--- config.mk ---
export PLATFORM = sky130hd
export DESIGN_NAME = param_stream_loader
export DESIGN_NICKNAME = d
export VERILOG_FILES = /design/src/rtl/loader_pkg.sv /design/src/rtl/loader_rd_tracker.sv /design/src/rtl/param_stream_loader.sv
export SDC_FILE = /design/constraint.sdc
export NUM_CORES = 1
export LEC_CHECK = 0
export CAP_MARGIN = 25
export CORE_MARGIN = 2
export CORE_UTILIZATION = 35
export CTS_BUF_LIST = sky130_fd_sc_hd__clkbuf_4 sky130_fd_sc_hd__clkbuf_8
export DETAILED_ROUTE_END_ITERATION = 16
export GPL_TIMING_DRIVEN = 0
export SETUP_SLACK_MARGIN = 0.3
export SYNTH_ARGS = -nofsm -noshare
export SYNTH_HDL_FRONTEND = slang
export SYNTH_SLANG_ARGS = --single-unit
--- constraint.sdc ---
create_clock -name clk -period 4.42 [get_ports clk]
set_clock_uncertainty 0.15 [all_clocks]
set_input_delay 0.442 -clock clk [delete_from_list [all_inputs] [get_ports clk]]
set_output_delay 0.442 -clock clk [all_outputs]
set_load 0.01 [all_outputs]
--- src/rtl/loader_pkg.sv ---
// Shared definitions for the parameter stream loaders: FSM encoding, BRAM geometry
// and the per-layer base addresses the sequencer drives onto base_addr.
package loader_pkg;

  typedef enum logic [1:0] {
    ST_IDLE  = 2'd0,
    ST_ISSUE = 2'd1,
    ST_DRAIN = 2'd2,
    ST_DONE  = 2'd3
  } loader_state_t;

  localparam int BRAM_DW = 8;

  localparam logic [17:0] LAYER1_WEIGHT_BASE = 18'd0;
  localparam logic [17:0] LAYER1_BIAS_BASE   = 18'd147512;

  // Counter/index width that never collapses to zero bits for single-entry cases.
  function automatic int clog2_min1(input int n);
    return (n > 1) ? $clog2(n) : 1;
  endfunction

endpackage

--- src/rtl/loader_rd_tracker.sv ---
// Tags every issued BRAM read through an RD_LAT-deep valid pipe and tracks which
// byte lane of which element the returning data belongs to.
module loader_rd_tracker
  import loader_pkg::*;
#(
  parameter int COUNT  = 8,
  parameter int BPW    = 1,
  parameter int RD_LAT = 2
) (
  input  logic                          clk,
  input  logic                          rst,
  input  logic                          clear,
  input  logic                          issue,
  output logic                          capture,
  output logic [clog2_min1(BPW)-1:0]    byte_lane,
  output logic [clog2_min1(COUNT)-1:0]  elem_idx,
  output logic                          elem_last,
  output logic                          load_last,
  output logic                          pipe_busy
);

  localparam int BW = clog2_min1(BPW);
  localparam int EW = clog2_min1(COUNT);
  localparam logic [BW-1:0] LAST_LANE = BW'(BPW - 1);
  localparam logic [EW-1:0] LAST_ELEM = EW'(COUNT - 1);

  logic [RD_LAT-1:0] vpipe;

  always_ff @(posedge clk or posedge rst) begin
    if (rst) begin
      vpipe <= '0;
    end else if (clear) begin
      vpipe <= '0;
    end else begin
      vpipe[0] <= issue;
      for (int i = 1; i < RD_LAT; i++) begin
        vpipe[i] <= vpipe[i-1];
      end
    end
  end

  // Data is only trusted when the tag that left with its read arrives at the tail.
  assign capture   = vpipe[RD_LAT-1];
  assign pipe_busy = |vpipe;
  assign elem_last = (byte_lane == LAST_LANE);
  assign load_last = elem_last && (elem_idx == LAST_ELEM);

  always_ff @(posedge clk or posedge rst) begin
    if (rst) begin
      byte_lane <= '0;
      elem_idx  <= '0;
    end else if (clear) begin
      byte_lane <= '0;
      elem_idx  <= '0;
    end else if (capture) begin
      if (elem_last) begin
        byte_lane <= '0;
        elem_idx  <= load_last ? '0 : elem_idx + 1'b1;
      end else begin
        byte_lane <= byte_lane + 1'b1;
      end
    end
  end

endmodule

--- src/rtl/param_stream_loader.sv ---
// Generic BRAM-to-register loader: reads COUNT little-endian W-bit elements from the
// shared byte-wide BRAM at a runtime base address and streams each one as it completes.
module param_stream_loader
  import loader_pkg::*;
#(
  parameter int COUNT      = 8,
  parameter int W          = 8,
  parameter int ADDR_WIDTH = 18,
  parameter int RD_LAT     = 2
) (
  input  logic                          clk,
  input  logic                          rst,
  input  logic                          start,
  input  logic [ADDR_WIDTH-1:0]         base_addr,
  output logic                          busy,
  output logic                          done,
  output logic [COUNT*W-1:0]            data_out,
  output logic                          out_valid,
  output logic [W-1:0]                  out_data,
  output logic [clog2_min1(COUNT)-1:0]  out_index,
  output logic                          bram_en,
  output logic                          bram_ren,
  output logic                          bram_wen,
  output logic [ADDR_WIDTH-1:0]         bram_addr,
  input  logic [BRAM_DW-1:0]            bram_dout
);

  localparam int BPW  = W / BRAM_DW;
  localparam int N_RD = COUNT * BPW;
  localparam int KW   = clog2_min1(N_RD);
  localparam int BW   = clog2_min1(BPW);
  localparam int EW   = clog2_min1(COUNT);
  localparam int DIW  = clog2_min1(COUNT * W);
  localparam int LIW  = clog2_min1(W);
  localparam logic [KW-1:0] LAST_RD = KW'(N_RD - 1);

  loader_state_t state, state_next;

  logic [ADDR_WIDTH-1:0] base_q;
  logic [KW-1:0]         rd_cnt;
  logic                  accept;
  logic                  issue;
  logic                  capture;
  logic                  elem_last;
  logic                  load_last;
  logic                  pipe_busy;
  logic [BW-1:0]         byte_lane;
  logic [EW-1:0]         elem_idx;
  logic [DIW-1:0]        byte_lsb;
  logic [DIW-1:0]        elem_lsb;
  logic [LIW-1:0]        lane_lsb;
  logic [W-1:0]          elem_value;

  loader_rd_tracker #(
    .COUNT  (COUNT),
    .BPW    (BPW),
    .RD_LAT (RD_LAT)
  ) u_tracker (
    .clk       (clk),
    .rst       (rst),
    .clear     (accept),
    .issue     (issue),
    .capture   (capture),
    .byte_lane (byte_lane),
    .elem_idx  (elem_idx),
    .elem_last (elem_last),
    .load_last (load_last),
    .pipe_busy (pipe_busy)
  );

  always_ff @(posedge clk or posedge rst) begin
    if (rst) begin
      state <= ST_IDLE;
    end else begin
      state <= state_next;
    end
  end

  // The BRAM clock enable stays up in DRAIN only while tagged reads are still in flight.
  always_comb begin
    state_next = state;
    accept     = 1'b0;
    issue      = 1'b0;
    bram_en    = 1'b0;
    bram_ren   = 1'b0;
    case (state)
      ST_IDLE, ST_DONE: begin
        if (start) begin
          accept     = 1'b1;
          state_next = ST_ISSUE;
        end
      end
      ST_ISSUE: begin
        issue    = 1'b1;
        bram_en  = 1'b1;
        bram_ren = 1'b1;
        if (rd_cnt == LAST_RD) begin
          state_next = ST_DRAIN;
        end
      end
      ST_DRAIN: begin
        bram_en = pipe_busy;
        if (capture && load_last) begin
          state_next = ST_DONE;
        end
      end
      default: state_next = ST_IDLE;
    endcase
  end

  assign bram_wen  = 1'b0;
  assign bram_addr = issue ? base_q + ADDR_WIDTH'(rd_cnt) : '0;
  assign busy      = (state == ST_ISSUE) || (state == ST_DRAIN);
  assign done      = (state == ST_DONE);

  // The final byte of an element is merged here so out_data appears with the same edge.
  always_comb begin
    elem_lsb   = DIW'(int'(elem_idx) * W);
    lane_lsb   = LIW'(int'(byte_lane) * BRAM_DW);
    byte_lsb   = DIW'(int'(elem_idx) * W + int'(byte_lane) * BRAM_DW);
    elem_value = data_out[elem_lsb +: W];
    elem_value[lane_lsb +: BRAM_DW] = bram_dout;
  end

  always_ff @(posedge clk or posedge rst) begin
    if (rst) begin
      base_q    <= '0;
      rd_cnt    <= '0;
      data_out  <= '0;
      out_valid <= 1'b0;
      out_data  <= '0;
      out_index <= '0;
    end else begin
      out_valid <= 1'b0;
      if (accept) begin
        base_q   <= base_addr;
        rd_cnt   <= '0;
        data_out <= '0;
      end else if (issue) begin
        rd_cnt <= rd_cnt + 1'b1;
      end
      if (capture) begin
        data_out[byte_lsb +: BRAM_DW] <= bram_dout;
        if (elem_last) begin
          out_valid <= 1'b1;
          out_data  <= elem_value;
          out_index <= elem_idx;
        end
      end
    end
  end

endmodule

# == Word level (Yosys, flattened, before mapping) ==
# Cells that the tools add are included.
# op_classes
shifts,2
eq_ne,9
n_reduce_logical,11
mux,24
add_sub_neg,6
n_bitwise,1
# ops
operator,count
64-bit two-way mux,2
64-bit bitwise mux,1
"8-bit by 8-bit variable shift with 64-bit output, first input constant",1
8-bit by 8-bit variable part select with 64-bit output,1
18-bit by 3-bit adder with 18-bit output,1
18-bit two-way mux,1
3-bit two-way mux,6
1-bit two-way mux,8
2-bit two-way mux,4
"2-bit != test, second input constant",4
6-bit negation with 8-bit output,1
"3-bit by 1-bit adder with 3-bit output, second input constant",2
6-bit by 4-bit adder with 6-bit output,1
"3-bit equality test, second input constant",2
2-bit case mux with 3 select lines,1
"2-bit equality test, second input constant",2
2-bit AND reduction,2
2-bit nonzero test,2
2-bit OR reduction,2
3-bit AND reduction,1
"2-bit by 1-bit equality test with 1-bit output, second input constant",1
1-bit logical AND,2
2-bit logical NOT,1
1-bit case mux with 2 select lines,1
3 further kinds,3
# word_totals
wordCells,63
input_bits,29
register_bits,105
out_inout_bits,99

# == Longest topological paths before layout ==
# Gate-level depths: netlist of run 1.
# depth
ltp_word,6
ltp_mapped,10

# == By module ==
# A second synthesis of run 1 with hierarchy kept.
# unflattened
cells_unflattened,477
hier_area_um2,4822.1
# modules_own_cells
mod,instances,area_per_inst_um2,seq_area_each_um2,cells_each
param_stream_loader,1,4575.6,2477.4,455
loader_rd_tracker,1,246.5,125.1,22

# == Least setup slack after synthesis of run 1 ==
# No wires, ideal clock.
# synth_path
path_kind,register to register
from,register u_tracker.elem_idx[0]
to,register data_out[6]
stages_incl_launch_ff,11
t_required_ns,4.152
slack_ns,1.809
period_less_slack_ns,2.611
arrival_time_ns,2.343
path_buffers,3
path_cell_list,dfrtp_1 buf_2 inv_1 ha_1 ha_1 or4b_1 or3_1 buf_2 buf_6 nand3_2 o21ai_2
# synth_between
elab_chain_cells,5
# synth_lines
element,line,rtl
start: declaration,loader_rd_tracker.sv:16,"output logic [clog2_min1(COUNT)-1:0] elem_idx,"
start signal: assignment,loader_rd_tracker.sv:58,elem_idx <= load_last ? '0 : elem_idx + 1'b1;
6-bit by 4-bit adder with 6-bit output *,param_stream_loader.sv:120,byte_lsb = DIW'(int'(elem_idx) * W + int'(byte_lane) * BRAM_DW);
6-bit negation with 8-bit output *,param_stream_loader.sv:143,data_out[byte_lsb +: BRAM_DW] <= bram_dout;
8-bit by 8-bit variable part select with 64-bit output / 8-bit by 8-bit variable shift with 64-bit output (equally long branches),param_stream_loader.sv:143,
64-bit bitwise mux *,param_stream_loader.sv:143,
64-bit two-way mux *,param_stream_loader.sv:142,if (capture) begin
end signal: indexed assignment,param_stream_loader.sv:143,
end: declaration,param_stream_loader.sv:17,"output logic [COUNT*W-1:0] data_out,"
# Mark *: on every way between the ends. The rest lies on a longest branch, timed or not.
# A chain may end at the register's enable or synchronous reset.

# == Worst setup path in the final report of run 1 ==
# layout_path
from,register rd_cnt[0]
to,output bram_addr[16]
# layout_between
elab_chain_cells,2
# layout_lines
element,line,rtl
start: declaration,param_stream_loader.sv:40,logic [KW-1:0] rd_cnt;
start signal: assignment,param_stream_loader.sv:140,rd_cnt <= rd_cnt + 1'b1;
18-bit by 3-bit adder with 18-bit output,param_stream_loader.sv:112,assign bram_addr = issue ? base_q + ADDR_WIDTH'(rd_cnt) : '0;
18-bit two-way mux,param_stream_loader.sv:112,
end: declaration,param_stream_loader.sv:24,"output logic [ADDR_WIDTH-1:0] bram_addr,"
# Every way passes these cells.

==> results of run 1 <==
## sequential cells by signal (all words and copies together), names as in the netlist
name,flops
out_data,8
state,2
u_tracker.vpipe,2
out_valid,1
data_out,64
base_q,18
rd_cnt,3
u_tracker.elem_idx,3
out_index,3
## cells by family after synthesis
kind of cell	synth area share
adders and majority gates	0.04466
AOI/OAI and AO/OA	0.1063
and+or+nand+nor	0.2159
muxes	0.04136
buffers and inverters	0.04897
xor gates and xnor gates	0.01421
other	0.0007605
DFF	0.5278
## per-layer routing
metal / vias up / routed length, um / track usage
met5: - / 0 / 0
met4: 0 / 72 / 0.04023
met3: 7 / 1134 / 0.06924
met2: 134 / 6264 / 0.2928
met1: 2028 / 6407 / 0.2606
li1: 2054 / - / -
## worst max-delay path, cell delays in order (launching register included)
cell and delay, ns:
dfrtp_1 0.40, ha_1 0.18, inv_1 0.05, fa_1 0.38
nor2b_1 0.29, o21ai_0 0.30, nor4_1 0.41, mux2i_1 0.26
clkdlybuf4s50_1 0.56
## cell usage in the layout (no fill, tap or decap), types with 5 or more instances in the layout
cell / instances
a21oi_1: 9
clkbuf_1: 29
clkbuf_8: 9
clkdlybuf4s50_1: 118
dfrtp_1: 104
ha_1: 16
inv_1: 23
mux2_2: 11
mux2i_1: 8
nand2_1: 128
nand3_1: 58
nor2_1: 18
nor3_1: 8
o21ai_0: 68
o21ai_2: 8
or3_1: 5
xnor2_1: 5
## stage by stage
stage | util | hold WS, ns | power (W) | std cells | setup WS, ns
3_3_place_gp | 0.4583 | 0.2695 | 0.002900 | 836 | -0.4845
5_1_grt | 0.4775 | 0.3103 | 0.003882 | 853 | 0.3664
4_1_cts | 0.4775 | 0.2969 | 0.003655 | 853 | 0.5935
6_report | 0.4775 | 0.2906 | 0.003613 | 853 | 0.6355
2_1_floorplan | - | 0.2199 | 0.002254 | 538 | 1.096
3_5_place_dp | 0.4605 | 0.2727 | 0.002945 | 837 | 1.025
## area by class of cell
| cell class | instances | area (um2) | area share |
|---|---|---|---|
| tap | 180 | 225.2 | 0.03411 |
| inverter | 24 | 92.59 | 0.01402 |
| clock inverter | 7 | 111.4 | 0.01687 |
| timing repair buffer | 119 | 1209 | 0.1831 |
| clock buffer | 9 | 123.9 | 0.01876 |
| sequential | 104 | 2603 | 0.3942 |
| multi-input combinational | 374 | 2087 | 0.3161 |
| buffer | 36 | 151.4 | 0.02293 |
## worst max-delay path by stage
stage / startpoint / cells after the start / to
after global placement: rst / 2 / data_out[49]$_DFF_PP0_
after detailed placement: rd_cnt[0]$_DFFE_PP0P_ / 8 / bram_addr[16]
after CTS: rd_cnt[0]$_DFFE_PP0P_ / 8 / bram_addr[16]
after global routing: rd_cnt[0]$_DFFE_PP0P_ / 8 / bram_addr[16]
final: rd_cnt[0]$_DFFE_PP0P_ / 8 / bram_addr[16]
after floorplan: rst / 1 / base_q[0]$_DFFE_PP0P_
## power by group through the flow
stage | logic (W) | clock network, W | registers (W)
after floorplan | 0.000879 | 0 | 0.00138
after CTS | 0.00157 | 0.000721 | 0.00136
final | 0.00156 | 0.000698 | 0.00136
after global routing | 0.00173 | 0.000758 | 0.00139
after global placement | 0.00153 | 0 | 0.00137
after detailed placement | 0.00156 | 0 | 0.00138
==> metrics.md, run 1 <==
| Metric | Value |
|---|---|
| H-tree Lvls | 3 |
| Leakage power | between 2 and 3 nW |
| Fraction of registers with async set/reset | 1.000 |
| Arr. time, crit path | approximately 3.2 ns |
| Final hold vios | 0 |
| Reg2Reg Depth | 8 |
| I/O pins | around 130 |
| Core ar. | approximately 14000 um2 |
| Worst endpoint required time | between 3 and 4 ns |
| Sw Pwr | between 0.001 and 0.0015 W |
| RSZ-0062 raised after global routing | no |
| First-pass GRT wire length | between 20000 and 25000 um |
| Top cells by area, synth | dfrtp_1, nand2_1, o21ai_0, nand3_1, ha_1 |
| CTS hold repair buffers | 0 |
| DRT Wirelength | 13880 um |
| Post-CTS Setup Repair Bufs | 0 |
| Clock Latency Late Sink | approximately 0.38 ns |
| Slew headroom | 0.4622 |
| Hold endpoint | out_valid$_DFF_PP0_ |
| Num rows | 43 |
| Fin crit period | 3.785 ns |
| Die W | around 120 um |
| Critical R2R Launch | u_tracker.elem_idx[0]$_DFFE_PP0P_ |
| Fraction of layout cells with a size suffix above 1 | 0.07281 |
| Die height | about 120 um |
| Max clock buf depth | 2 |
| Post-cts sizing count | 0 |
| Filler cell count | between 1000 and 1500 |
| # port buffers | approximately 120 |
| Sequential share of the synthesized area | 0.5278 |
| Post-synth top cells | nand2_1, dfrtp_1, o21ai_0, nand3_1, clkbuf_1 |
| Max-slew violation count | 0 |
| Routed vias/inst | ~5 |
| Vias | between 4000 and 5000 |
| Final ANT Viol Nets | 0 |
| Post-Syn Nets | approximately 580 |
| Initial core utilization | 0.3566 |
| Yosys reg bits | approximately 100 |
| Post-synthesis cell area | between 4000 and 5000 um2 |
| Routed len/inst | 16.27 um |
| Area delta synth->final | 33.90% |
| Total gr overflow | 0 |
| ANT cells | 0 |
| DRC Markers | 0 |
| Net Sw Frac | 0.3902 |
| Ys flop type | dfrtp_1 |
| R2r endpoint | data_out[39]$_DFF_PP0_ |
| Initial DRC Count | 356 |
| # setup viols final | 0 |
| Initial DRT Pass Iterations | 4 |
| Sequential share of power | 0.376 |
| Total CTS buffers | 9 |
| Final Instance Area | 6603 um2 |
| Outcome | finished, final reports clean |
| Largest net degree at the start of global routing | 54 |
| Int Pwr | ~0.0022 W |
| Post-DP HPWL | 9941 um |
| Ys Warns | 0 |
| Root cell of the clock tree | clkbuf_8 |
| Most frequent cell after synthesis | nand2_1 |
| Initial antenna violation count | 0 |
| TritonCTS Sinks | 104 |
| CTS tree | yes |
| Pwr Density | 547.2 nW/um2 |
| Number of max-cap violations | 0 |
| Comb pwr share | 0.431 |
| Clk pwr share | 0.193 |
| Worst min-delay path class | flop to flop |
| Hold path cells | 0 |
| Gr usage total | 0.1912 |
| Synthesized netlist cell count | 538 |
| Fmax | approximately 260 MHz |
| Vias in the first global route | 4153 |
| Total negative slack | 0 ns |
| Area leader, netlist | dfrtp_1 |
| Clock transition at path regs | approximately 0.1 ns |
| CP Capture Type | primary output |
| Min-delay src | u_tracker.vpipe[1]$_DFF_PP0_ |
| Worst R2R Setup Slack | 1.40 ns |
| Setup crit start kind | flop |
| Critical path class | flop to primary output |
| Die ar. | approximately 15000 um2 |
| Layout Nets | around 710 |
| Post-synth EDFFs | 0 |
| Worst-Margin Slew | ~0.80 ns |
| Placed cell area | 6367 um2 |
| Worst vdd ir | 0.0002368 V |
| RePlAce Congestion | between 0.8 and 0.9 |
| Final Cycle Share | 0.8562 |
| Post-synth top area share | 0.5278 |
| Critical path fanouts, max | 7 |
| Mean Syn Cell Area | roughly 9.2 um2 |
| Yosys cell types | 40 |
No activity file was read; power rests on OpenSTA's default activity.
==> run 2: changes to the inputs <==
--- a/config.mk
+++ b/config.mk
@@ -6,12 +6,14 @@
 export NUM_CORES = 1
 export LEC_CHECK = 0
 export CAP_MARGIN = 25
-export CORE_MARGIN = 2
+export CORE_MARGIN = 10
 export CORE_UTILIZATION = 35
 export CTS_BUF_LIST = sky130_fd_sc_hd__clkbuf_4 sky130_fd_sc_hd__clkbuf_8
+export CTS_CLUSTER_SIZE = 28
 export DETAILED_ROUTE_END_ITERATION = 16
 export GPL_TIMING_DRIVEN = 0
 export SETUP_SLACK_MARGIN = 0.3
 export SYNTH_ARGS = -nofsm -noshare
 export SYNTH_HDL_FRONTEND = slang
 export SYNTH_SLANG_ARGS = --single-unit
+export TNS_END_PERCENT = 5
==> run 2 against run 1 <==
Net effect:
- final cell count shrank 0.12%
- design area down 0.97%
- worst hold slack worse by 0.0060 ns
- routed wire length up 8.0%
- largest power group unchanged
- highest routed layer unchanged
==> metrics.md, run 2 (same netlist as run 1, synthesis figures left out) <==
| Metric | Value |
|---|---|
| Worst min-delay path class | flop to flop (unchanged) |
| Die W | 138.7 um (was 122.7 um) |
| Setup crit start kind | flop (unchanged) |
| Die height | 138.7 um (was 122.7 um) |
| Total CTS buffers | 9 (unchanged) |
| Initial core utilization | 0.3566 (unchanged) |
| Gr usage total | 0.1514 (was 0.1912) |
| Final Cycle Share | 0.8658 (was 0.8562) |
| Worst-Margin Slew | 0.8701 ns (was 0.8005 ns) |
| Final Instance Area | 6539 um2 (was 6603 um2) |
| Most frequent cells in the layout | nand2_1, clkdlybuf4s50_1, dfrtp_1 (unchanged) |
| CTS hold repair buffers | 0 (unchanged) |
| Final ANT Viol Nets | 0 (unchanged) |
| Post-cts sizing count | 0 (unchanged) |
| Total negative slack | 0 ns (unchanged) |
| Biggest register | data_out (unchanged) |
| TritonCTS Sinks | 104 (unchanged) |
| Slew headroom | 0.4155 (was 0.4622) |
| Initial DRC Count | 188 (was 356) |
| Clock Latency Late Sink | 0.37 ns (was 0.38 ns) |
| Final hold slack | 0.2845 ns (was 0.2906 ns) |
| Critical Path Max Stage Delay | 0.57 ns (was 0.56 ns) |
| Total power | 0.003482 W (was 0.003613 W) |
| Number of flip-flops in the largest register | 64 (unchanged) |
| Buffers and inverters on the worst path | 2 (unchanged) |
| # port buffers | 118 (unchanged) |
| Fin crit period | 3.827 ns (was 3.785 ns) |
| CP Capture Type | primary output (unchanged) |
| Post-layout util | 0.4729 (was 0.4775) |
| CP Cell Sequence | ha_1 -> inv_1 -> fa_1 -> nor2b_1 -> o21ai_0 -> nor4_1 -> mux2i_1 -> clkdlybuf4s50_1 (unchanged) |
| Leakage power | 2.757 nW (was 2.792 nW) |
| Num rows | 43 (unchanged) |
| Critical path fanouts, max | 7 (unchanged) |
| CTS tree | yes (unchanged) |
| DRT Wirelength | 15000 um (was 13880 um) |
| Crit path max-delay family | simple AND/OR/NAND/NOR gates (unchanged) |
| RePlAce Congestion | 0.8216 (was 0.8186) |
| Routed len/inst | 17.60 um (was 16.27 um) |
| I/O pins | 128 (unchanged) |
| Total gr overflow | 0 (unchanged) |
| Worst endpoint required time | 3.83 ns (about the same) |
| Placed cell area | 6367 um2 (unchanged) |
| Routed vias/inst | 4.972 (was 4.951) |
| Commonest non-fill, non-tap cell in the layout | nand2_1 (unchanged) |
| Initial antenna violation count | 0 (unchanged) |
| Fraction of layout cells with a size suffix above 1 | 0.07143 (was 0.07281) |
| Filler cell count | 1342 (was 1304) |
| Outcome | finished, final reports clean (unchanged) |
| Final hold vios | 0 (unchanged) |
| First-pass GRT wire length | 23960 um (was 22230 um) |
| Arr. time, crit path | 3.23 ns (was 3.19 ns) |
| H-tree Lvls | 3 (unchanged) |
| Post-DP HPWL | 10980 um (was 9941 um) |
| Die ar. | 19240 um2 (was 15050 um2) |
| ANT cells | 0 (unchanged) |
| Clock transition at path regs | 0.09 ns (was 0.10 ns) |
| # setup viols final | 0 (unchanged) |
| Slowest-stage cell, CP | clkdlybuf4s50_1 (unchanged) |
| Initial DRT Pass Iterations | 5 (was 4) |
| DRC Markers | 0 (unchanged) |
| Root cell of the clock tree | clkbuf_8 (unchanged) |
| Worst R2R Setup Slack | 1.50 ns (was 1.40 ns) |
| Post-CTS Setup Repair Bufs | 0 (unchanged) |
| Critical path class | flop to primary output (unchanged) |
| Max-slew violation count | 0 (unchanged) |
| Vias in the first global route | 4312 (was 4153) |
| Core ar. | 13830 um2 (unchanged) |
| Layout Nets | 714 (unchanged) |
| Number of max-cap violations | 0 (unchanged) |
| Fmax | 261.3 MHz (was 264.2 MHz) |
| Pwr Density | 532.5 nW/um2 (was 547.2 nW/um2) |
| Max clock buf depth | 2 (unchanged) |
| RSZ-0062 raised after global routing | no (unchanged) |
| Vias | 4236 (was 4223) |
| Area delta synth->final | 32.61% (was 33.90%) |
| Worst vdd ir | 0.0001997 V (was 0.0002368 V) |
| Top Registers | data_out: 64 flops, base_q: 18 flops, out_data: 8 flops (unchanged) |
| Largest net degree at the start of global routing | 69 (was 54) |
-- run 2: changes by cell type in the layout (fill, tap and decap cells not counted) --
cell / delta
clkinv_4: -1
clkbuf_8: +1
bufinv_16: -2
inv_8: -3
clkinvlp_4: +2
clkinv_2: +2
-- run 2: cell type report --
type	instances	area, um2	area share
clock inverter	5	33.78	0.005166
inverter	24	92.59	0.01416
clock buffer	10	137.6	0.02105
tap	180	225.2	0.03444
buffer	36	151.4	0.02315
sequential	104	2603	0.3980
multi-input combinational	374	2087	0.3192
timing repair buffer	119	1209	0.1848
-- run 2: worst paths after layout --
kind                                     endpoint                         startpoint  depth (start not counted)
min reg2reg                   out_valid$_DFF_PP0_       u_tracker.vpipe[1]$_DFF_PP0_                          0
max in group asynchronous  data_out[14]$_DFF_PP0_                                rst                          3
max reg2reg                data_out[39]$_DFF_PP0_  u_tracker.elem_idx[0]$_DFFE_PP0P_                          8
max                                 bram_addr[16]              rd_cnt[0]$_DFFE_PP0P_                          8
min in group asynchronous  base_q[11]$_DFFE_PP0P_                                rst                          2
min                           out_valid$_DFF_PP0_       u_tracker.vpipe[1]$_DFF_PP0_                          0
-- run 2: where the power goes --
group	internal, W	leakage (nW)	switching [W]
Combinational	0.000703	1.28	0.000871
Sequential	0.00117	1.39	0.000194
Clock	0.000216	0.0841	0.000328
-- run 2: per-layer routing --
layer / track usage / share of wire / vias up
met4: 0.04174 / 0.0097 / 0
met2: 0.2226 / 0.42 / 157
met5: 0 / 0 / -
met1: 0.2027 / 0.48 / 2020
li1: - / - / 2045
met3: 0.05788 / 0.090 / 14
-- run 2: through the flow --
stage | std cells | setup WS [ns]
floorplan | 538 | 1.096
global placement | 836 | -0.4847
detailed placement | 837 | 0.9728
CTS | 852 | 0.5728
global route | 852 | 0.4134
finish | 852 | 0.5933
-- run 2: worst register-to-register path: cells and delay by family, from the launching register on --
family,cells,cell delay (ns)
AOI/OAI and AO/OA,2,0.30
DFF,1,0.39
adders and majority gates,2,0.62
and+or+nand+nor,1,0.58
buffers and inverters,3,0.75
==> edit 1: new RTL, flow settings as in run 1 <==
`RD_LAT` is set to 2 in 2 places; all go to 4.
--- a/src/rtl/loader_rd_tracker.sv
+++ b/src/rtl/loader_rd_tracker.sv
@@ -5,7 +5,7 @@
 #(
   parameter int COUNT  = 8,
   parameter int BPW    = 1,
-  parameter int RD_LAT = 2
+  parameter int RD_LAT = 4
 ) (
   input  logic                          clk,
   input  logic                          rst,
--- a/src/rtl/param_stream_loader.sv
+++ b/src/rtl/param_stream_loader.sv
@@ -6,7 +6,7 @@
   parameter int COUNT      = 8,
   parameter int W          = 8,
   parameter int ADDR_WIDTH = 18,
-  parameter int RD_LAT     = 2
+  parameter int RD_LAT     = 4
 ) (
   input  logic                          clk,
   input  logic                          rst,
Behaviour: not the same (a bounded check fails within 10 cycles, from zero or initial values and one cycle with rst high).
==> edit 1 against run 1 <==
  * Non-clock buffer count down 1
  * Core utilization is 0.33 points higher
  * Area after synthesis is essentially flat
  * Global-route usage decreased by 0.61 points
  * Setup slack worse by 0.012 ns
  * Sequential cell count up 2
  * Design area increased by 0.70%
  * Wire length down 2.3%
  * First-iteration DRC count fell by 42%
  * Total power decreased by 5.1%
  * Critical endpoint unchanged
  * Largest cell class unchanged
  * Largest power group unchanged
==> edit 1: results (changes against run 1) <==
[finish]
fillers = 1297  ; was 1304
drive_above_1_share_pct = 6.69  ; was 7.28%
nNetsFinal = 684  ; was 714
fin_cells = 823  ; was 853

[grt]
use_met1_pct = 23.2  ; was 26.1%
track_usage_pct = 18.5  ; was 19.1%
grt_pass1_wl_um = 21300  ; was 22200 um
grt_max_degree = 63  ; was 54
use_met2_pct = 29.7  ; was 29.3%
grt_use_met3_pct = 6.83  ; was 6.92%
grt_pass1_vias = 4165  ; was 4153

[place]
dp_hpwl_um = 9870  ; was 9940 um
preCtsSetupSlack_ns = 1.05  ; was 1.02 ns
port_buffers = 126  ; was 118
place_area_um2 = 6450  ; was 6370 um^2
dp_cells = 807  ; was 837
gp_congestion = 0.913  ; was 0.819

[synth]
synthMuxAreaShare_pct = 9.01  ; was 4.14%
synth_fa_ha_area_share_pct = 4.47  ; about the same
synthTopCellsByArea = dfrtp_1 54%, nand2_1 9.0%, mux2i_1 6.5%  ; was dfrtp_1 53%, nand2_1 9.7%, o21ai_0 6.9%
synth-seq-area-share_pct = 53.8  ; was 52.8%
synth_nets = 546  ; was 584
synth_compound_area_share_pct = 8.30  ; was 10.6%
synth_xor_area_share_pct = 1.24  ; was 1.42%
synth_commonest_cells = 118 x nand2_1, 106 x dfrtp_1, 45 x o21ai_0, 33 x nand3_1, 32 x mux2i_1  ; was 128 x nand2_1, 104 x dfrtp_1, 68 x o21ai_0, 58 x nand3_1, 29 x clkbuf_1
synthFlopType = dfrtp_1  ; unchanged
yosysUniqueCellTypes = 46  ; was 40

[detailed_routing]
wl_met2_um = 6270  ; was 6260 um
met1Wirelength_um = 5970  ; was 6410 um
wl_um = 13600  ; was 13900 um
routed-wl-met3_um = 1080  ; was 1130 um
drtIter0Drc = 208  ; was 356
vias_per_cell = 4.95  ; about the same
firstDrtPassIters = 5  ; was 4

[sta]
fin_tns_setup_ns = 0  ; unchanged
period_needed_ns = 3.80  ; was 3.78 ns
holdWs_ns = 0.276  ; was 0.291 ns
slew_headroom_pct = 33.9  ; was 46.2%

[power_and_ir_drop]
leakage_uw = 0.00281  ; was 0.00279 uW
ir_drop_uv = 213  ; was 237 uV

[critical_path]
critPathMaxFanout = 7  ; unchanged
r2r_setup_slack_ns = 1.64  ; was 1.40 ns

[outcome]
status = completed  ; unchanged

## edit 1: worst paths after layout
path,startpoint,end,cells past startpoint
hold reg to reg,u_tracker.vpipe[3],out_valid,0
setup reg to reg,u_tracker.elem_idx[0],data_out[34],9
setup / recovery,rd_cnt[0],bram_addr[16],8
hold / removal,u_tracker.vpipe[3],out_valid,0
min in group asynchronous,rst,data_out[24],2
max in group asynchronous,rst,data_out[44],3
## edit 1: layout make-up
class | count | area [um^2] | share of cell area [%]
Tap cell | 180 | 225 | 3.39
Inverter | 23 | 88.8 | 1.34
Timing Repair Buffer | 127 | 1290 | 19.4
Multi-Input combinational cell | 344 | 2070 | 31.1
Buffer | 27 | 120 | 1.81
Clock buffer | 10 | 131 | 1.98
Clock inverter | 6 | 71.3 | 1.07
Sequential cell | 106 | 2650 | 39.9
## edit 1: where the power goes
group	leakage, uW	switching, uW	internal (uW)
sequential	0.00142	175	1170
combinational	0.00129	806	653
clock	0.000103	352	276
total	0.00281	1330	2100
==> edit 2: new RTL, settings of run 1 <==
Made on the original files. Reset style: synchronous (`rst`), changed in 4 clocked blocks.
--- a/src/rtl/loader_rd_tracker.sv
+++ b/src/rtl/loader_rd_tracker.sv
@@ -26,7 +26,7 @@
 
   logic [RD_LAT-1:0] vpipe;
 
-  always_ff @(posedge clk or posedge rst) begin
+  always_ff @(posedge clk) begin
     if (rst) begin
       vpipe <= '0;
     end else if (clear) begin
@@ -45,7 +45,7 @@
   assign elem_last = (byte_lane == LAST_LANE);
   assign load_last = elem_last && (elem_idx == LAST_ELEM);
 
-  always_ff @(posedge clk or posedge rst) begin
+  always_ff @(posedge clk) begin
     if (rst) begin
       byte_lane <= '0;
       elem_idx  <= '0;
--- a/src/rtl/param_stream_loader.sv
+++ b/src/rtl/param_stream_loader.sv
@@ -68,7 +68,7 @@
     .pipe_busy (pipe_busy)
   );
 
-  always_ff @(posedge clk or posedge rst) begin
+  always_ff @(posedge clk) begin
     if (rst) begin
       state <= ST_IDLE;
     end else begin
@@ -122,7 +122,7 @@
     elem_value[lane_lsb +: BRAM_DW] = bram_dout;
   end
 
-  always_ff @(posedge clk or posedge rst) begin
+  always_ff @(posedge clk) begin
     if (rst) begin
       base_q    <= '0;
       rd_cnt    <= '0;
Formal check against the unedited RTL: differs if rst is asserted again (counterexample within 4 cycles, from zero or initial values and one cycle with rst high); with rst held inactive, the same outputs for 10 cycles.
==> edit 2 against run 1 <==
  * Setup slack gained 0.041 ns
  * Cell count up 6.9%
  * Design area is 2.4% lower
  * Largest cell class is now multi-input gates
  * Wire length rose by 8.2%
  * Critical path depth stayed put
  * Area after synthesis down 3.4%
  * Sequential cell count is the same
Power is not compared: it rests on default switching activity, and its combinational part moved more than twofold at a synthesized area within 25%.
==> edit 2: results (changes against run 1) <==
[outcome]
status = completed  ; unchanged

[synth]
synth_top_area_cell = dfxtp_1  ; was dfrtp_1
synthMuxAreaShare_pct = 3.57  ; was 4.14%
synth_commonest_cells = 104 x dfxtp_1, 84 x nand2_1, 71 x a21oi_1, 64 x nor2_1, 50 x nand3_1  ; was 128 x nand2_1, 104 x dfrtp_1, 68 x o21ai_0, 58 x nand3_1, 29 x clkbuf_1
synth-seq-area-share_pct = 43.7  ; was 52.8%
synth_nets = 642  ; was 584
synthTopCellsByArea = dfxtp_1 44%, a21oi_1 7.5%, nand2_1 6.6%  ; was dfrtp_1 53%, nand2_1 9.7%, o21ai_0 6.9%

[detailed_routing]
route.detailed.wl_per_inst_um = 16.5  ; was 16.3 um
met1Wirelength_um = 7140  ; was 6410 um
drtIter0Drc = 320  ; was 356
routed-wl-met3_um = 911  ; was 1130 um
firstDrtPassIters = 5  ; was 4

[finish]
seq_area_share_pct = 32.3  ; was 39.4%
clk_share_pct = 3.24  ; was 3.56%
multi_input_area_um2 = 2440  ; was 2090 um^2
drive_above_1_share_pct = 4.62  ; was 7.28%
bufAreaShareNonClock_pct = 22.3  ; was 20.6%
nNetsFinal = 778  ; was 714
buffers = 170  ; was 155

[place]
dp_hpwl_um = 11100  ; was 9940 um
port_buffers = 125  ; was 118

[critical_path]
crit_arrival_ns = 3.15  ; was 3.19 ns
critPathMaxFanout = 6  ; was 7

[sta]
slew_headroom_pct = 42.2  ; was 46.2%

[grt]
grt_pass1_wl_um = 24200  ; was 22200 um
track_usage_pct = 20.9  ; was 19.1%
grt_max_degree = 17  ; was 54

## edit 2: final timing paths
kind	from	end	slack, ns	cells past startpoint
worst max register to register	u_tracker.elem_idx[0]	data_out[39]	1.16	10
worst max-delay path	rd_cnt[0]	bram_addr[14]	0.68	8
worst min-delay path	u_tracker.vpipe[0]	u_tracker.vpipe[1]	0.29	2
worst min register to register	u_tracker.vpipe[0]	u_tracker.vpipe[1]	0.29	2
## edit 2: worst max-delay path, stage by stage, from the launching register on
cell,delay [ns]
dfxtp_1,0.39
ha_1,0.22
inv_1,0.07
fa_1,0.38
nor2b_1,0.37
o2111ai_1,0.26
or3_1,0.36
a21oi_1,0.17
clkdlybuf4s50_1,0.56
## edit 2: cell families after synthesis
family,after synthesis
fa+ha+maj,17
buf+inv,58
compound gates,112
simple gates,280
xor+xnor,7
flops,104
other cells,1
mux,17
## edit 2: where the power goes
group,total (uW),switching (uW),internal (uW)
logic,655,416,239
registers,1060,61.4,994
clock network,645,331,314
## edit 2: stage by stage
stage | area (um^2) | instances | hold slack [ns]
3_3_place_gp | 6240 | 897 | 0.277
6_report | 6440 | 912 | 0.293
5_1_grt | 6440 | 912 | 0.327
3_5_place_dp | 6240 | 897 | 0.285
2_1_floorplan | 4760 | 596 | 0.255
4_1_cts | 6440 | 912 | 0.293
## edit 2: per-layer routing
metal  global-route usage [%]  vias to the layer above
met5                        0                        -
met2                     33.3                      158
met4                     5.38                        0
met3                     4.91                       20
li1                         -                     2335
met1                     28.6                     2207
